`src/rtl/divider_sequential_if.sv`:
```
// Handshake/data bundle for the sequential IEEE-754 single-precision divider.
// Master drives operands and start; slave returns status, result and flags.
interface divider_sequential_if;
  // start is sampled only while busy=0; busy stays high from the cycle after acceptance
  // until done; done is a one-cycle pulse, and result/flags hold until the next done.
  logic        start;
  logic [31:0] A;
  logic [31:0] B;
  logic        busy;
  logic        done;
  logic [31:0] result;
  logic        overflow;
  logic        underflow;
  logic        div_by_zero;

  modport master (
    output start, A, B,
    input  busy, done, result, overflow, underflow, div_by_zero
  );

  modport slave (
    input  start, A, B,
    output busy, done, result, overflow, underflow, div_by_zero
  );
endinterface

```
`src/rtl/divider_sequential.sv`:
```
// Multi-cycle IEEE-754 single divider: restoring mantissa division, 26 quotient bits.
// Define DIV_ROUND_NEAREST_EN for round-to-nearest-even; the default build truncates.
module divider_sequential (
  input  logic                        clk,
  input  logic                        rst_n,
  divider_sequential_if.slave         dif,
  output logic [2:0]                  dbg_state
);

  typedef enum logic [2:0] {IDLE, UNPACK, DIVIDE, NORM, DONE} state_t;

  state_t             state;
  logic [31:0]        op_a;
  logic [31:0]        op_b;
  logic               sign;
  logic [23:0]        mant_b;
  logic signed [9:0]  exp_r;
  logic [25:0]        rem;
  logic [25:0]        quo;
  logic [4:0]         cnt;
  logic [31:0]        res_r;
  logic [2:0]         flags_r;

  logic               unpack_sign;
  logic               a_zero;
  logic               b_zero;
  logic signed [9:0]  exp_calc;
  logic [25:0]        rem_diff;
  logic               rem_ge;

  logic [22:0]        mant_n;
  logic signed [9:0]  exp_n;
  logic [22:0]        mant_f;
  logic signed [9:0]  exp_f;
  logic [31:0]        norm_res;
  logic [2:0]         norm_flags;
`ifdef DIV_ROUND_NEAREST_EN
  logic               guard;
  logic               sticky;
  logic               round_up;
  logic               carry;
`endif

  assign dbg_state   = state;
  assign unpack_sign = op_a[31] ^ op_b[31];
  assign a_zero      = (op_a[30:23] == 8'd0);
  assign b_zero      = (op_b[30:23] == 8'd0);
  assign exp_calc    = $signed({2'b00, op_a[30:23]}) - $signed({2'b00, op_b[30:23]}) + 10'sd127;
  assign rem_diff    = rem - {2'b00, mant_b};
  assign rem_ge      = (rem >= {2'b00, mant_b});

  // Quotient lies in (0.5, 2): q[25] picks which window holds the 23 fraction bits.
  always_comb begin
    if (quo[25]) begin
      mant_n = quo[24:2];
      exp_n  = exp_r;
    end else begin
      mant_n = quo[23:1];
      exp_n  = exp_r - 10'sd1;
    end
`ifdef DIV_ROUND_NEAREST_EN
    guard    = quo[25] ? quo[1] : quo[0];
    sticky   = (quo[25] & quo[0]) | (|rem);
    round_up = guard & (sticky | mant_n[0]);
    {carry, mant_f} = {1'b0, mant_n} + {23'd0, round_up};
    exp_f    = carry ? (exp_n + 10'sd1) : exp_n;
`else
    mant_f = mant_n;
    exp_f  = exp_n;
`endif
    if (exp_f >= 10'sd255) begin
      norm_res   = {sign, 8'hFF, 23'h0};
      norm_flags = 3'b100;
    end else if (exp_f <= 10'sd0) begin
      norm_res   = {sign, 31'h0};
      norm_flags = 3'b010;
    end else begin
      norm_res   = {sign, exp_f[7:0], mant_f};
      norm_flags = 3'b000;
    end
  end

  always_ff @(posedge clk or negedge rst_n) begin
    if (!rst_n) begin
      state           <= IDLE;
      op_a            <= '0;
      op_b            <= '0;
      sign            <= 1'b0;
      mant_b          <= '0;
      exp_r           <= '0;
      rem             <= '0;
      quo             <= '0;
      cnt             <= '0;
      res_r           <= '0;
      flags_r         <= '0;
      dif.busy        <= 1'b0;
      dif.done        <= 1'b0;
      dif.result      <= '0;
      dif.overflow    <= 1'b0;
      dif.underflow   <= 1'b0;
      dif.div_by_zero <= 1'b0;
    end else begin
      dif.done <= 1'b0;
      case (state)
        IDLE: begin
          if (dif.start) begin
            op_a     <= dif.A;
            op_b     <= dif.B;
            dif.busy <= 1'b1;
            state    <= UNPACK;
          end
        end
        UNPACK: begin
          sign   <= unpack_sign;
          mant_b <= {1'b1, op_b[22:0]};
          exp_r  <= exp_calc;
          rem    <= {2'b01, op_a[22:0]};
          quo    <= '0;
          cnt    <= '0;
          // Zero divisor takes priority over a zero dividend (0/0 reports div_by_zero).
          if (b_zero) begin
            res_r   <= {unpack_sign, 8'hFF, 23'h0};
            flags_r <= 3'b001;
            state   <= DONE;
          end else if (a_zero) begin
            res_r   <= {unpack_sign, 31'h0};
            flags_r <= 3'b000;
            state   <= DONE;
          end else begin
            state   <= DIVIDE;
          end
        end
        DIVIDE: begin
          if (rem_ge) begin
            quo <= {quo[24:0], 1'b1};
            rem <= {rem_diff[24:0], 1'b0};
          end else begin
            quo <= {quo[24:0], 1'b0};
            rem <= {rem[24:0], 1'b0};
          end
          if (cnt == 5'd25) begin
            cnt   <= '0;
            state <= NORM;
          end else begin
            cnt   <= cnt + 5'd1;
          end
        end
        NORM: begin
          res_r   <= norm_res;
          flags_r <= norm_flags;
          state   <= DONE;
        end
        DONE: begin
          dif.busy        <= 1'b0;
          dif.done        <= 1'b1;
          dif.result      <= res_r;
          dif.overflow    <= flags_r[2];
          dif.underflow   <= flags_r[1];
          dif.div_by_zero <= flags_r[0];
          state           <= IDLE;
        end
        default: state <= IDLE;
      endcase
    end
  end

endmodule

```
`src/flat_wrapper.sv`:
```
// flat-port wrapper written by rule: the top's interface ports become plain ports
module divider_sequential_flat 
  (clk, rst_n, dbg_state, dif_start, dif_A, dif_B, dif_busy, dif_done, dif_result, dif_overflow, dif_underflow, dif_div_by_zero);
  divider_sequential_if dif_i ();
  input  logic clk;
  input  logic rst_n;
  output logic [2:0] dbg_state;
  input wire logic [$bits(dif_i.start)-1:0] dif_start;
  input wire logic [$bits(dif_i.A)-1:0] dif_A;
  input wire logic [$bits(dif_i.B)-1:0] dif_B;
  output wire logic [$bits(dif_i.busy)-1:0] dif_busy;
  output wire logic [$bits(dif_i.done)-1:0] dif_done;
  output wire logic [$bits(dif_i.result)-1:0] dif_result;
  output wire logic [$bits(dif_i.overflow)-1:0] dif_overflow;
  output wire logic [$bits(dif_i.underflow)-1:0] dif_underflow;
  output wire logic [$bits(dif_i.div_by_zero)-1:0] dif_div_by_zero;
  assign dif_i.start = dif_start;
  assign dif_i.A = dif_A;
  assign dif_i.B = dif_B;
  assign dif_busy = dif_i.busy;
  assign dif_done = dif_i.done;
  assign dif_result = dif_i.result;
  assign dif_overflow = dif_i.overflow;
  assign dif_underflow = dif_i.underflow;
  assign dif_div_by_zero = dif_i.div_by_zero;
  divider_sequential u_core (.clk(clk), .rst_n(rst_n), .dif(dif_i), .dbg_state(dbg_state));
endmodule
```
`config.mk`:
```
export PLATFORM = sky130hd
export DESIGN_NAME = divider_sequential_flat
export DESIGN_NICKNAME = d
export VERILOG_FILES = /design/src/rtl/divider_sequential_if.sv /design/src/rtl/divider_sequential.sv /design/src/flat_wrapper.sv
export SDC_FILE = /design/constraint.sdc
export NUM_CORES = 1
export LEC_CHECK = 0
export CAP_MARGIN = 20
export CORE_UTILIZATION = 28
export DETAILED_ROUTE_END_ITERATION = 10
export PLACE_DENSITY = 0.47
export SYNTH_ARGS = -nofsm -noshare
export SYNTH_HDL_FRONTEND = slang
export SYNTH_SLANG_ARGS = --single-unit
```
`constraint.sdc`:
```
create_clock -name clk -period 3.2 [get_ports clk]
set_clock_uncertainty 0.1 [all_clocks]
set_input_delay 0.96 -clock clk [delete_from_list [all_inputs] [get_ports clk]]
set_output_delay 0.96 -clock clk [all_outputs]
set_load 0.01 [all_outputs]
```
# Word-level counts from Yosys, hierarchy flattened
# Index checks and enable logic that the tools add are counted.
[totals]
ff_bits = 231
output_inout_bits = 40
elab_cells = 70
[classes]
n_addsub = 5
reduce_logical = 10
n_eq_ne = 8
bitwise = 1
muxes = 26
n_lt_le_gt_ge = 3
[op_table]
columns = ["cell", "count"]
rows = [
  ["one-hot mux 26 bit (2 select lines)", 2],
  ["2-to-1 mux 32 bit", 2],
  ["one-hot mux 32 bit (2 select lines)", 1],
  ["2-to-1 mux 31 bit", 2],
  [">= comparator 26 x 24 -> 1 bit", 1],
  ["2-to-1 mux 26 bit", 1],
  ["subtractor 25 x 24 -> 25 bit", 1],
  ["2-to-1 mux 23 bit", 1],
  ["2-to-1 mux 3 bit", 7],
  ["logical NOT 8 bit", 2],
  ["one-hot mux 3 bit (4 select lines)", 1],
  ["adder 10 x 8 -> 10 bit (second input constant)", 1],
  [">= comparator 10 x 9 -> 1 bit (second input constant)", 1],
  ["less-or-equal comparator 10 x 1 -> 1 bit (second input constant)", 1],
  ["2-to-1 mux 10 bit", 1],
  ["one-hot mux 5 bit (2 select lines)", 1],
  ["subtractor 10 x 2 -> 10 bit (second input constant)", 1],
  ["subtractor 8 x 8 -> 9 bit", 1],
  ["AND reduction 2 bit", 4],
  ["equality test 3 x 2 -> 1 bit (second input constant)", 2],
  ["one-hot mux 3 bit (2 select lines)", 1],
  ["nonzero test 2 bit", 3],
  ["adder 5 x 1 -> 5 bit (second input constant)", 1],
  ["equality test 5 bit (second input constant)", 1],
  ["11 further kinds", 13],
]

# Longest topological paths before layout
# Gate-level depths: netlist of the first run.
[logic_depth]
depth_word = 6
depth_mapped = 13
ltp_nobuf = 11

# Worst setup path before layout of the first run
# Ideal clock, no wire load.
[synth_timing]
path_kind = "register to register"
startpoint = "reg u_core.exp_r[2]"
endpoint = "reg u_core.res_r[10]"
setup_time_ns = 0.074
t_arrival_ns = 3.131
path_stages_with_launch = 12
path_slack_ns = -0.105
cell_sequence = "dfrtp_1 -> buf_6 -> or4_1 -> buf_2 -> or4_4 -> nor3_1 -> xor2_1 -> or2_2 -> clkbuf_1 -> or4_4 -> buf_6 -> o21ai_2"
[synth_between]
elab_chain_len = 6
elab_cells_between_ends = 7
cone_classes = "1 x add/sub; 2 x order compare; 4 x mux"
[synth_lines]
columns = ["element", "line_no", "rtl"]
rows = [
  ["start, declared", "divider_sequential.sv:17", "logic signed [9:0] exp_r;"],
  ["start signal, assigned", "divider_sequential.sv:116", "exp_r <= exp_calc;"],
  ["subtractor 10 x 2 -> 10 bit", "divider_sequential.sv:59", "exp_n = exp_r - 10'sd1;"],
  ["2-to-1 mux 10 bit *", "divider_sequential.sv:54", "if (quo[25]) begin"],
  ["less-or-equal comparator 10 x 1 -> 1 bit", "divider_sequential.sv:74", "end else if (exp_f <= 10'sd0) begin"],
  ["2-to-1 mux 31 bit", "divider_sequential.sv:74", ""],
  ["2-to-1 mux 31 bit *", "divider_sequential.sv:71", "if (exp_f >= 10'sd255) begin"],
  ["one-hot mux 32 bit (2 select lines) *", "divider_sequential.sv:104", "case (state)"],
  ["end signal, assigned", "divider_sequential.sv:122", "res_r <= {unpack_sign, 8'hFF, 23'h0};"],
  ["end signal, assigned", "divider_sequential.sv:126", "res_r <= {unpack_sign, 31'h0};"],
  ["end signal, assigned", "divider_sequential.sv:149", "res_r <= norm_res;"],
  ["end, declared", "divider_sequential.sv:21", "logic [31:0] res_r;"],
]
# Mark *: on every way between the ends. The rest lies on a longest branch, timed or not.
# A chain may end at the register's enable or synchronous reset.

# Worst setup path in the final report of the first run
[layout_timing]
startpoint = "reg u_core.exp_r[0]"
endpoint = "reg u_core.res_r[0]"
# Same word-level chain as after synthesis.

==> metrics.txt, run 1 <==
vias in the first global route=8311; Post-Synth Adder-Cell Area=under 10%; TNS Setup=0 ns; die area=about 40000 um^2; DRC viols=0; Critical-path top delay cell=or3b_2; clock slew at reported path FFs=~0.060 ns; transition time of the tightest slew-check pin=~0.67 ns; M1 WL=roughly 14000 um; yosys warns=0; Initial Util=28.4%; Clk Latency, worst-skew pair=around 0.53 ns; core box area=39700 um^2; fin nets=around 1300; violation count after the first detailed-route iteration=between 400 and 500; status=complete, no violations; main combinational cell family by area after synthesis=compound AO/OA/AOI/OAI gates; CP max FO=23; RSZ-0062 raised after global routing=yes; total CTS buffers=27; die height=approximately 200 um; Final setup viols=0; Synth Area in XOR/XNOR=under 10%; final period utilization=93.9%; DP Cell Count=around 1700; R2R setup slack=about 0.19 ns; I/O Buffers=about 110; leakage power=between 0.005 and 0.006 uW; met2 WL post-DR=11700 um; TritonCTS clock tree=yes; most common cell after layout, fill and taps aside=dfrtp_1; H-tree Lvls=1; Finished Core Util=35.2%; Peak VDD IR=~0.45 mV; first-pass GRT wire length=~46000 um; commonest non-fill, non-tap cells in the layout=dfrtp_1, nand2_1, clkdlybuf4s50_1; FF-to-FF Start=u_core.exp_r[0]; site row count=73; max-cap violation count=0; Slew HR=a little over half; Crit Reg-Reg Endpoint=u_core.res_r[0]; register area share after synthesis=between 50% and 60%; Period minus WS final=approximately 3 ns; grt ovf=0; WL per Instance=about 16 um; die width=roughly 200 um; Netlist cell types=67; antenna fix cells=0; Worst EP arrival=3.30 ns; Final Hold Viols=0; Worst Path Required=roughly 3.5 ns; IO Count=between 100 and 150; Clock Tree Buf Depth=3; Post-synth EDFFs=0; via/cell ratio=between 4 and 5; compound-gate portion of the synthesized area=around 15%; Worst setup endpoint=u_core.res_r[0]; Total GRT Usage=a little over an eighth; Syn-to-layout area delta=24.1%; final wirelength=between 20000 and 30000 um; Final Non-Filler Cells=1716; # fillers=~4000; HPWL after detailed placement=about 19000 um; layout cells sized above 1=17.2%; Final Max Tran Viols=0; CTS sink cnt=approximately 230; flops & latches, synth=around 230; max incr delay on CP=between 0.4 and 0.5 ns; R2R depth=10; Synth Instances=around 1100; asr flop ratio synth=100%; Critical Path Source=u_core.exp_r[0]; multiplexer share of the synthesized area=between 10% and 20%; Critical Path Start Type=flop; setup bufs post-CTS=0; crit end category=flop; DP Area=between 10000 and 15000 um^2; Simple-Gate Fraction of Synth Area=between 10 and 15%; Final GP Congestion=0.837; Detail Route Antenna Nets=0; Root Driver=clkbuf_16; Syn Nets=~1200; synthesized cell area=around 11000 um^2; design area=between 10000 and 15000 um^2; largest net degree at the start of global routing=77; worst hold slack=between 0.3 and 0.4 ns; syn avg cell area=between 10 and 15 um^2; Setup CP Type=reg2reg; max layer used=met5; PD cells=~1100 nW/um^2; Met3 Wirelength=977 um; worst path cell trace=inv_1 -> ha_2 -> or3b_2 -> nor4bb_1 -> a21oi_1 -> o32a_1 -> nor4_1 -> and3_1 -> or4_4 -> o21ai_1; top_reg_cell synth=dfrtp_1; via count=about 8000; Pre-antenna DRT Iters=4; initial antenna violation count=1; Max Clk Rate=between 300 and 400 MHz; Hold Path Class=in2async
-- registers in the layout, summed over array words and instances (netlist names), 3 cells and up --
| signal | flops |
|---|---|
| u_core.res_r | 32 |
| u_core.exp_r | 10 |
| u_core.op_b | 32 |
| u_core.mant_b | 24 |
| u_core.flags_r | 3 |
| u_core.cnt | 5 |
| u_core.quo | 26 |
| u_core.dif.result | 32 |
| u_core.dbg_state | 3 |
| u_core.op_a | 32 |
| u_core.rem | 26 |
-- logic make-up after synthesis --
kind of cell / after synthesis
simple gates: 276
compound gates: 258
flops: 231
mux: 119
buf+inv: 104
fa+ha+maj: 38
xor+xnor: 34
-- synth_stat cells (all sizes together) (21+ instances only) --
master  instances  area share, %
mux2i          27            2.4
clkbuf         42            1.4
a22o           26            2.0
nor2           45            1.5
mux2           92            9.2
nand2         142            4.7
o21ai          90            4.7
inv            50            1.7
ha             36            4.0
xor2           21            1.6
a21oi          55            2.4
dfrtp         231             51
-- per-stage QoR --
| step | power [uW] | setup WS (ns) |
|---|---|---|
| after detailed placement | 12500 | 0.0834 |
| after floorplan | 10200 | 0.0736 |
| final | 15400 | 0.194 |
| after global routing | 16800 | -0.0193 |
| after CTS | 15500 | 0.0619 |
| after global placement | 12400 | 0.111 |
-- timing repair --
action / in CTS / in global routing
endpoints found under the setup margin: 0 / 37
gates resized for setup: 0 / 10
hold buffers: 0 / 0
-- critical path, delay by kind of cell (launching register included) --
family                   cells  cell delay (ns)
AO/OA/AOI/OAI                3             0.41
adder cells (fa/ha/maj)      1             0.22
buffers and inverters        1             0.10
flip-flops                   1             0.43
AND/OR/NAND/NOR              5             1.61
-- power by group --
part           internal (uW)  switching (uW)  total, uW
combinational           3450            4230       7680
sequential              4010             768       4780
clock                   1710            1190       2910
-- worst min path at each step --
stage	end	slack, ns	depth (start not counted)
final	u_core.dif.result[8]	0.31	1
after global routing	u_core.dif.result[8]	0.35	1
after CTS	u_core.dif.result[8]	0.33	1
after detailed placement	u_core.mant_b[23]	0.34	2
after global placement	u_core.mant_b[23]	0.34	2
after floorplan	u_core.mant_b[23]	0.32	2
-- layout make-up --
type                            count  area (um^2)  share of cell area (%)
Sequential cell                   231         5780                    41.3
Multi-Input combinational cell    725         5130                    36.7
Timing Repair Buffer              139         1400                    10.0
Clock buffer                       37          753                    5.39
Tap cell                          525          657                    4.70
Inverter                           50          188                    1.34
Clock inverter                      9         80.1                   0.573
-- layer usage --
layer / GRT usage (%) / vias to the layer above
li1: - / 4019
met1: 20.4 / 3917
met2: 20.5 / 137
met3: 1.96 / 29
met4: 3.06 / 2
met5: 0 / -
Power figures use the tool's default switching activity.
==> run 2, diff against run 1 <==
- SLEW_MARGIN: unset -> 20
==> results of run 2 <==
Same layout as run 1: the final DEF is identical, and so are final timing and power.
